### config.mk
export PLATFORM = sky130hd
export DESIGN_NAME = nv_clk_gate_ctrl
export DESIGN_NICKNAME = d
export VERILOG_FILES = /design/src/rtl/nv_clk_gate_pkg.sv /design/src/rtl/nv_clk_gate_ctrl.sv
export SDC_FILE = /design/constraint.sdc
export NUM_CORES = 1
export LEC_CHECK = 0
export BUFFER_PORTS_ARGS = -buffer_cell sky130_fd_sc_hd__buf_2
export CAP_MARGIN = 0
export CORE_MARGIN = 1
export CORE_UTILIZATION = 40
export CTS_BUF_LIST = sky130_fd_sc_hd__clkbuf_4
export DETAILED_ROUTE_END_ITERATION = 8
export GPL_TIMING_DRIVEN = 0
export PLACE_DENSITY_LB_ADDON = 0.08
export SLEW_MARGIN = 20
export SYNTH_ARGS = -nofsm -noshare
export SYNTH_HDL_FRONTEND = slang
export SYNTH_SLANG_ARGS = --single-unit
### constraint.sdc
create_clock -name clk -period 3.15 [get_ports clk]
set_input_delay 0.1575 -clock clk [delete_from_list [all_inputs] [get_ports clk]]
set_output_delay 0.1575 -clock clk [all_outputs]
set_load 0.05 [all_outputs]
### src/rtl/nv_clk_gate_pkg.sv
// Shared constants for the partition clock-gate controller: state encoding and wake-delay range.
// Latency: n/a (package). Backpressure: n/a.
package nv_clk_gate_pkg;

    localparam int unsigned GATE_STATE_W = 2;

    localparam logic [1:0] ST_RUN  = 2'd0;
    localparam logic [1:0] ST_HOLD = 2'd1;
    localparam logic [1:0] ST_OFF  = 2'd2;
    localparam logic [1:0] ST_WAKE = 2'd3;

    localparam int unsigned WAKE_DLY_MIN = 1;
    localparam int unsigned WAKE_DLY_MAX = 15;
    localparam int unsigned WAKE_CNT_W   = 4;

    // Out-of-range delays are clamped so the wake counter can always reach its terminal value.
    function automatic int unsigned clamp_wake_dly(input int unsigned dly);
        if (dly < WAKE_DLY_MIN) return WAKE_DLY_MIN;
        if (dly > WAKE_DLY_MAX) return WAKE_DLY_MAX;
        return dly;
    endfunction

endpackage

### src/rtl/nv_clk_gate_ctrl.sv
// Clock-enable controller for one gated partition: gates after idle hysteresis, re-enables on activity.
// Latency: clk_en rises one edge after activity in OFF, wake_ack WAKE_DLY edges later; 0-cycle ack in RUN/HOLD.
// Backpressure: wake_req is held by upstream until wake_ack; all outputs registered, no input-to-clk_en path.
module nv_clk_gate_ctrl
    import nv_clk_gate_pkg::*;
#(
    parameter int unsigned NUM_SRC  = 4,
    parameter int unsigned HYST_W   = 8,
    parameter int unsigned WAKE_DLY = 2,
    parameter int unsigned CNT_W    = 16
) (
    input  logic               clk,
    input  logic               reset_,
    input  logic               cfg_override,
    input  logic [HYST_W-1:0]  cfg_idle_hyst,
    input  logic [NUM_SRC-1:0] src_busy,
    input  logic               wake_req,
    output logic               wake_ack,
    output logic               clk_en,
    output logic [1:0]         gate_state,
    output logic [CNT_W-1:0]   gate_cnt
);

    localparam int unsigned           WAKE_DLY_C = clamp_wake_dly(WAKE_DLY);
    localparam logic [WAKE_CNT_W-1:0] WAKE_LAST  = WAKE_CNT_W'(WAKE_DLY_C - 1);
    localparam logic [WAKE_CNT_W-1:0] WAKE_ONE   = WAKE_CNT_W'(1);
    localparam logic [HYST_W-1:0]     IDLE_ONE   = HYST_W'(1);
    localparam logic [CNT_W-1:0]      CNT_ONE    = CNT_W'(1);

    logic [1:0]            state_q,    state_d;
    logic [HYST_W-1:0]     idle_cnt_q, idle_cnt_d;
    logic [WAKE_CNT_W-1:0] wake_cnt_q, wake_cnt_d;
    logic [CNT_W-1:0]      gate_cnt_q, gate_cnt_d;
    logic                  clk_en_q,   clk_en_d;
    logic                  wake_ack_q, wake_ack_d;

    logic                  activity;
    logic                  hyst_off;
    logic [HYST_W:0]       idle_next;
    logic                  hyst_hit;
    logic                  enter_off;

    assign hyst_off  = (cfg_idle_hyst == '0);
    assign activity  = (|src_busy) | wake_req | cfg_override | hyst_off;
    // Widened so the compare against the live threshold cannot wrap.
    assign idle_next = {1'b0, idle_cnt_q} + {{HYST_W{1'b0}}, 1'b1};
    assign hyst_hit  = (idle_next >= {1'b0, cfg_idle_hyst});

    always_comb begin
        state_d    = state_q;
        idle_cnt_d = idle_cnt_q;
        wake_cnt_d = wake_cnt_q;
        clk_en_d   = clk_en_q;
        wake_ack_d = wake_ack_q;
        enter_off  = 1'b0;

        case (state_q)
            ST_RUN: begin
                if (activity) begin
                    idle_cnt_d = '0;
                end else if (cfg_idle_hyst == IDLE_ONE) begin
                    enter_off = 1'b1;
                end else begin
                    state_d    = ST_HOLD;
                    idle_cnt_d = IDLE_ONE;
                end
            end
            ST_HOLD: begin
                if (activity) begin
                    state_d    = ST_RUN;
                    idle_cnt_d = '0;
                end else if (hyst_hit) begin
                    enter_off = 1'b1;
                end else begin
                    idle_cnt_d = idle_next[HYST_W-1:0];
                end
            end
            ST_OFF: begin
                if (activity) begin
                    state_d    = ST_WAKE;
                    clk_en_d   = 1'b1;
                    wake_ack_d = 1'b0;
                    wake_cnt_d = '0;
                end
            end
            default: begin
                // WAKE runs to completion regardless of what activity does meanwhile.
                if (wake_cnt_q == WAKE_LAST) begin
                    state_d    = ST_RUN;
                    wake_ack_d = 1'b1;
                    idle_cnt_d = '0;
                end
                wake_cnt_d = wake_cnt_q + WAKE_ONE;
            end
        endcase

        if (enter_off) begin
            state_d    = ST_OFF;
            clk_en_d   = 1'b0;
            wake_ack_d = 1'b0;
            idle_cnt_d = '0;
        end
    end

    always_comb begin
        gate_cnt_d = gate_cnt_q;
        if (enter_off && (gate_cnt_q != {CNT_W{1'b1}})) begin
            gate_cnt_d = gate_cnt_q + CNT_ONE;
        end
    end

    always_ff @(posedge clk or negedge reset_) begin
        if (!reset_) begin
            state_q    <= ST_RUN;
            idle_cnt_q <= '0;
            wake_cnt_q <= '0;
            gate_cnt_q <= '0;
            clk_en_q   <= 1'b1;
            wake_ack_q <= 1'b1;
        end else begin
            state_q    <= state_d;
            idle_cnt_q <= idle_cnt_d;
            wake_cnt_q <= wake_cnt_d;
            gate_cnt_q <= gate_cnt_d;
            clk_en_q   <= clk_en_d;
            wake_ack_q <= wake_ack_d;
        end
    end

    assign clk_en     = clk_en_q;
    assign wake_ack   = wake_ack_q;
    assign gate_state = state_q;
    assign gate_cnt   = gate_cnt_q;

endmodule

==> out/qor.txt <==
Slowest cell on crit path - dfrtp_1
Run status - complete, no violations
Most common cell in the netlist - dfrtp_1
Initial antenna violation count - 0
Core Footprint - 4750 um2
Sw Share - 33.8%
Synth Register Bits - 32
CP arrival - 3.05 ns
Part of the power in registers - 43.1%
Post-synthesis async set-or-reset flop share - 100%
Port Buffer Count - 35
Initial Util - 42.1%
Largest net degree at the start of global routing - 33
Worst R2R Path Depth - 14
EDFF count, synth - 0
Routability cong. - 0.756
Worst EP required - 3.38 ns
Worst skew pair latency - 0.34 ns
Hold Violations, Final - 0
Max frequency - 354 MHz
Maximum buffer depth of the clock tree - 2
Final WS setup - 0.329 ns
Worst slew margin - 50.2%
Clock Power Share - 28.4%
Vias in the first global route - 1600
Combinational power share - 28.5%
Final worst-path cycle share - 89.6%
RSZ-0062 raised after global routing - false
Ant diodes - 0
Die height - 72.7 um
DR pass1 iterations - 4
Fraction of layout cells with a size suffix above 1 - 26.0%
P_int - 0.000747 W
Syn Std Cell Area - 2000 um2
Fillers - 469
Post-synth net total - 235
Reported max-cap violation count - 0
Seq/Total Area, Yosys - 40.1%
Post-synth top cells - dfrtp_1, ha_1, nand2_1
Final setup vio count - 0
Min-Delay Path Class - in2reg
DP HPWL - 3020 um
Worst slew pin tran - 0.746 ns
CTS tree - yes
Final WL - 4110 um
Critical Path Max Stage Delay - 0.41 ns
Die area - 5290 um2
Root Driver - clkbuf_4
Crit path max fanout - 8
Fin util - 50.3%
Final Skew - 0.0135 ns
Clock sink count - 32
CP endpoint kind - flop
Crit Path Class - reg2reg
Leakage - 1.22 nW
Fin nets - 281
Syn Area/Cell - 9.86 um2
Pins Over Slew Limit - 0
GRT Util Overall - 18.2%
ANT nets after route - 0
Num rows - 25
Vias per cell - 5.17
Synth top area cells - dfrtp_1, ha_1, xnor2_1, nand4_1, nand2_1
Min-Delay Path Depth - 5
Clock transition at path regs - 0.10 ns
Top FF cell, synth - dfrtp_1
DRC violations left - 0
Cell count after placement - 305
CTS buffer count - 5
Synth Warn # - 0
DR WL/cell - 13.0 um
Pre-CTS setup slack - -0.159 ns
Fin crit period - 2.82 ns
Initial DRC Count - 101
Gr ovfl total - 0
Power density over cell area - 472 nW/um2
Area leader, netlist - dfrtp_1
I/O Pins - 36
Post-Layout Cell Count - 317
Maximum VDD drop - 0.316 mV
Net Sw Power - 0.000382 W
Area Overhead vs Synth - 19.4%
CTS H-tree depth - 2
Total number of vias - 1638
Distinct cell type count after synthesis - 47
CP Cell Sequence - ha_2 > nand3_1 > inv_1 > nand3_1 > xnor2_1 > ha_1 > a211oi_2 > nand2_1 > a31oi_1 > o21ai_2 > a21bo_1 > buf_6 > nand2_1 > mux2_2
Die X - 72.7 um
First-pass GRT wire length - 7360 um
CP startpoint kind - flop
Post-synth top area share - 37.5%
Post-Syn Instances - 203
[cells by family after synthesis]
family / Yosys count / share of synthesized area, %
AOI/OAI and AO/OA: 36 / 12.6
xor gates and xnor gates: 19 / 8.31
adders and majority gates: 16 / 10.0
buffers and inverters: 16 / 3.75
DFF: 32 / 40.1
muxes: 5 / 2.62
and+or+nand+nor: 79 / 22.6
[metal layers]
metal  GRT usage (%)  wire [um]  share of wire [%]  vias to the layer above
li1                -          -                  -                      829
met1            25.3       2020                 49                      777
met2            27.6       1910                 46                       24
met3            3.73        120                2.9                        8
met4            7.63         63                1.5                        0
met5               0          0                  0                        -
[registers in the layout, indices dropped and copies added (netlist names)]
name	flops
clk_en	1
gate_state	2
gate_cnt	16
wake_cnt_q	4
idle_cnt_q	8
wake_ack	1
[final cells by class]
type | count | area (um2) | share of cell area [%]
buffer | 4 | 30.0 | 1.26
clock inverter | 2 | 35.0 | 1.47
tap | 67 | 83.8 | 3.51
multi-input combinational | 155 | 1140 | 47.6
sequential | 32 | 805 | 33.7
inverter | 12 | 45.0 | 1.88
clock buffer | 6 | 45.0 | 1.88
timing repair buffer | 39 | 208 | 8.69
[final timing paths]
kind,from,endpoint,slack (ns)
setup / recovery,idle_cnt_q[1],gate_cnt[1],0.33
hold / removal,wake_req,idle_cnt_q[0],0.35
setup reg to reg,idle_cnt_q[1],gate_cnt[1],0.33
max in group asynchronous,reset_,idle_cnt_q[0],2.24
hold reg to reg,gate_cnt[8],gate_cnt[8],0.48
min in group asynchronous,reset_,gate_cnt[13],0.40
[cells in the final DEF (no fill, tap or decap), drive strengths merged, types with 3 or more instances in the layout]
cell and n:
nor2 14, nand3 10, xnor2 14, dfrtp 30, clkbuf 8, and3 9, a21oi 3, o21ai 13
nand4 12, mux2i 3, xor2 5, nand2 15, buf 40, inv 12, a22o 5, nor3 5
ha 16
[per-stage QoR]
step	TNS [ns]	power (W)	area, um2	hold WS (ns)
after floorplan	0	0.000731	2000	-0.138
after global placement	-0.772	0.000811	2260	0.275
after detailed placement	-0.525	0.000817	2260	0.271
after CTS	0	0.00115	2350	0.324
after global routing	0	0.00121	2390	0.357
final	0	0.00113	2390	0.346
[power by group through the flow]
stage,Sequential [W],Clock (W),Combinational [W]
finish,0.000486,0.000321,0.000321
global route,0.000494,0.000354,0.000364
CTS,0.000486,0.000334,0.000326
detailed placement,0.000493,0,0.000324
global placement,0.000494,0,0.000317
floorplan,0.000532,0,0.000199
[worst max-delay path, delay by kind of cell (launching register included)]
kind | cells | cell delay, ns
and+or+nand+nor | 4 | 0.43
adders and majority gates | 2 | 0.45
DFF | 1 | 0.41
buffers and inverters | 2 | 0.21
muxes | 1 | 0.34
xor gates and xnor gates | 1 | 0.17
AOI/OAI and AO/OA | 4 | 0.70
[timing repair]
item,4_1_cts,5_1_grt
hold buffers,1,0
setup buffers,0,3
hold endpoints to repair,30,0
resized for setup,2,5
setup endpoints to repair,5,25
(Power assumes the default switching activity.)
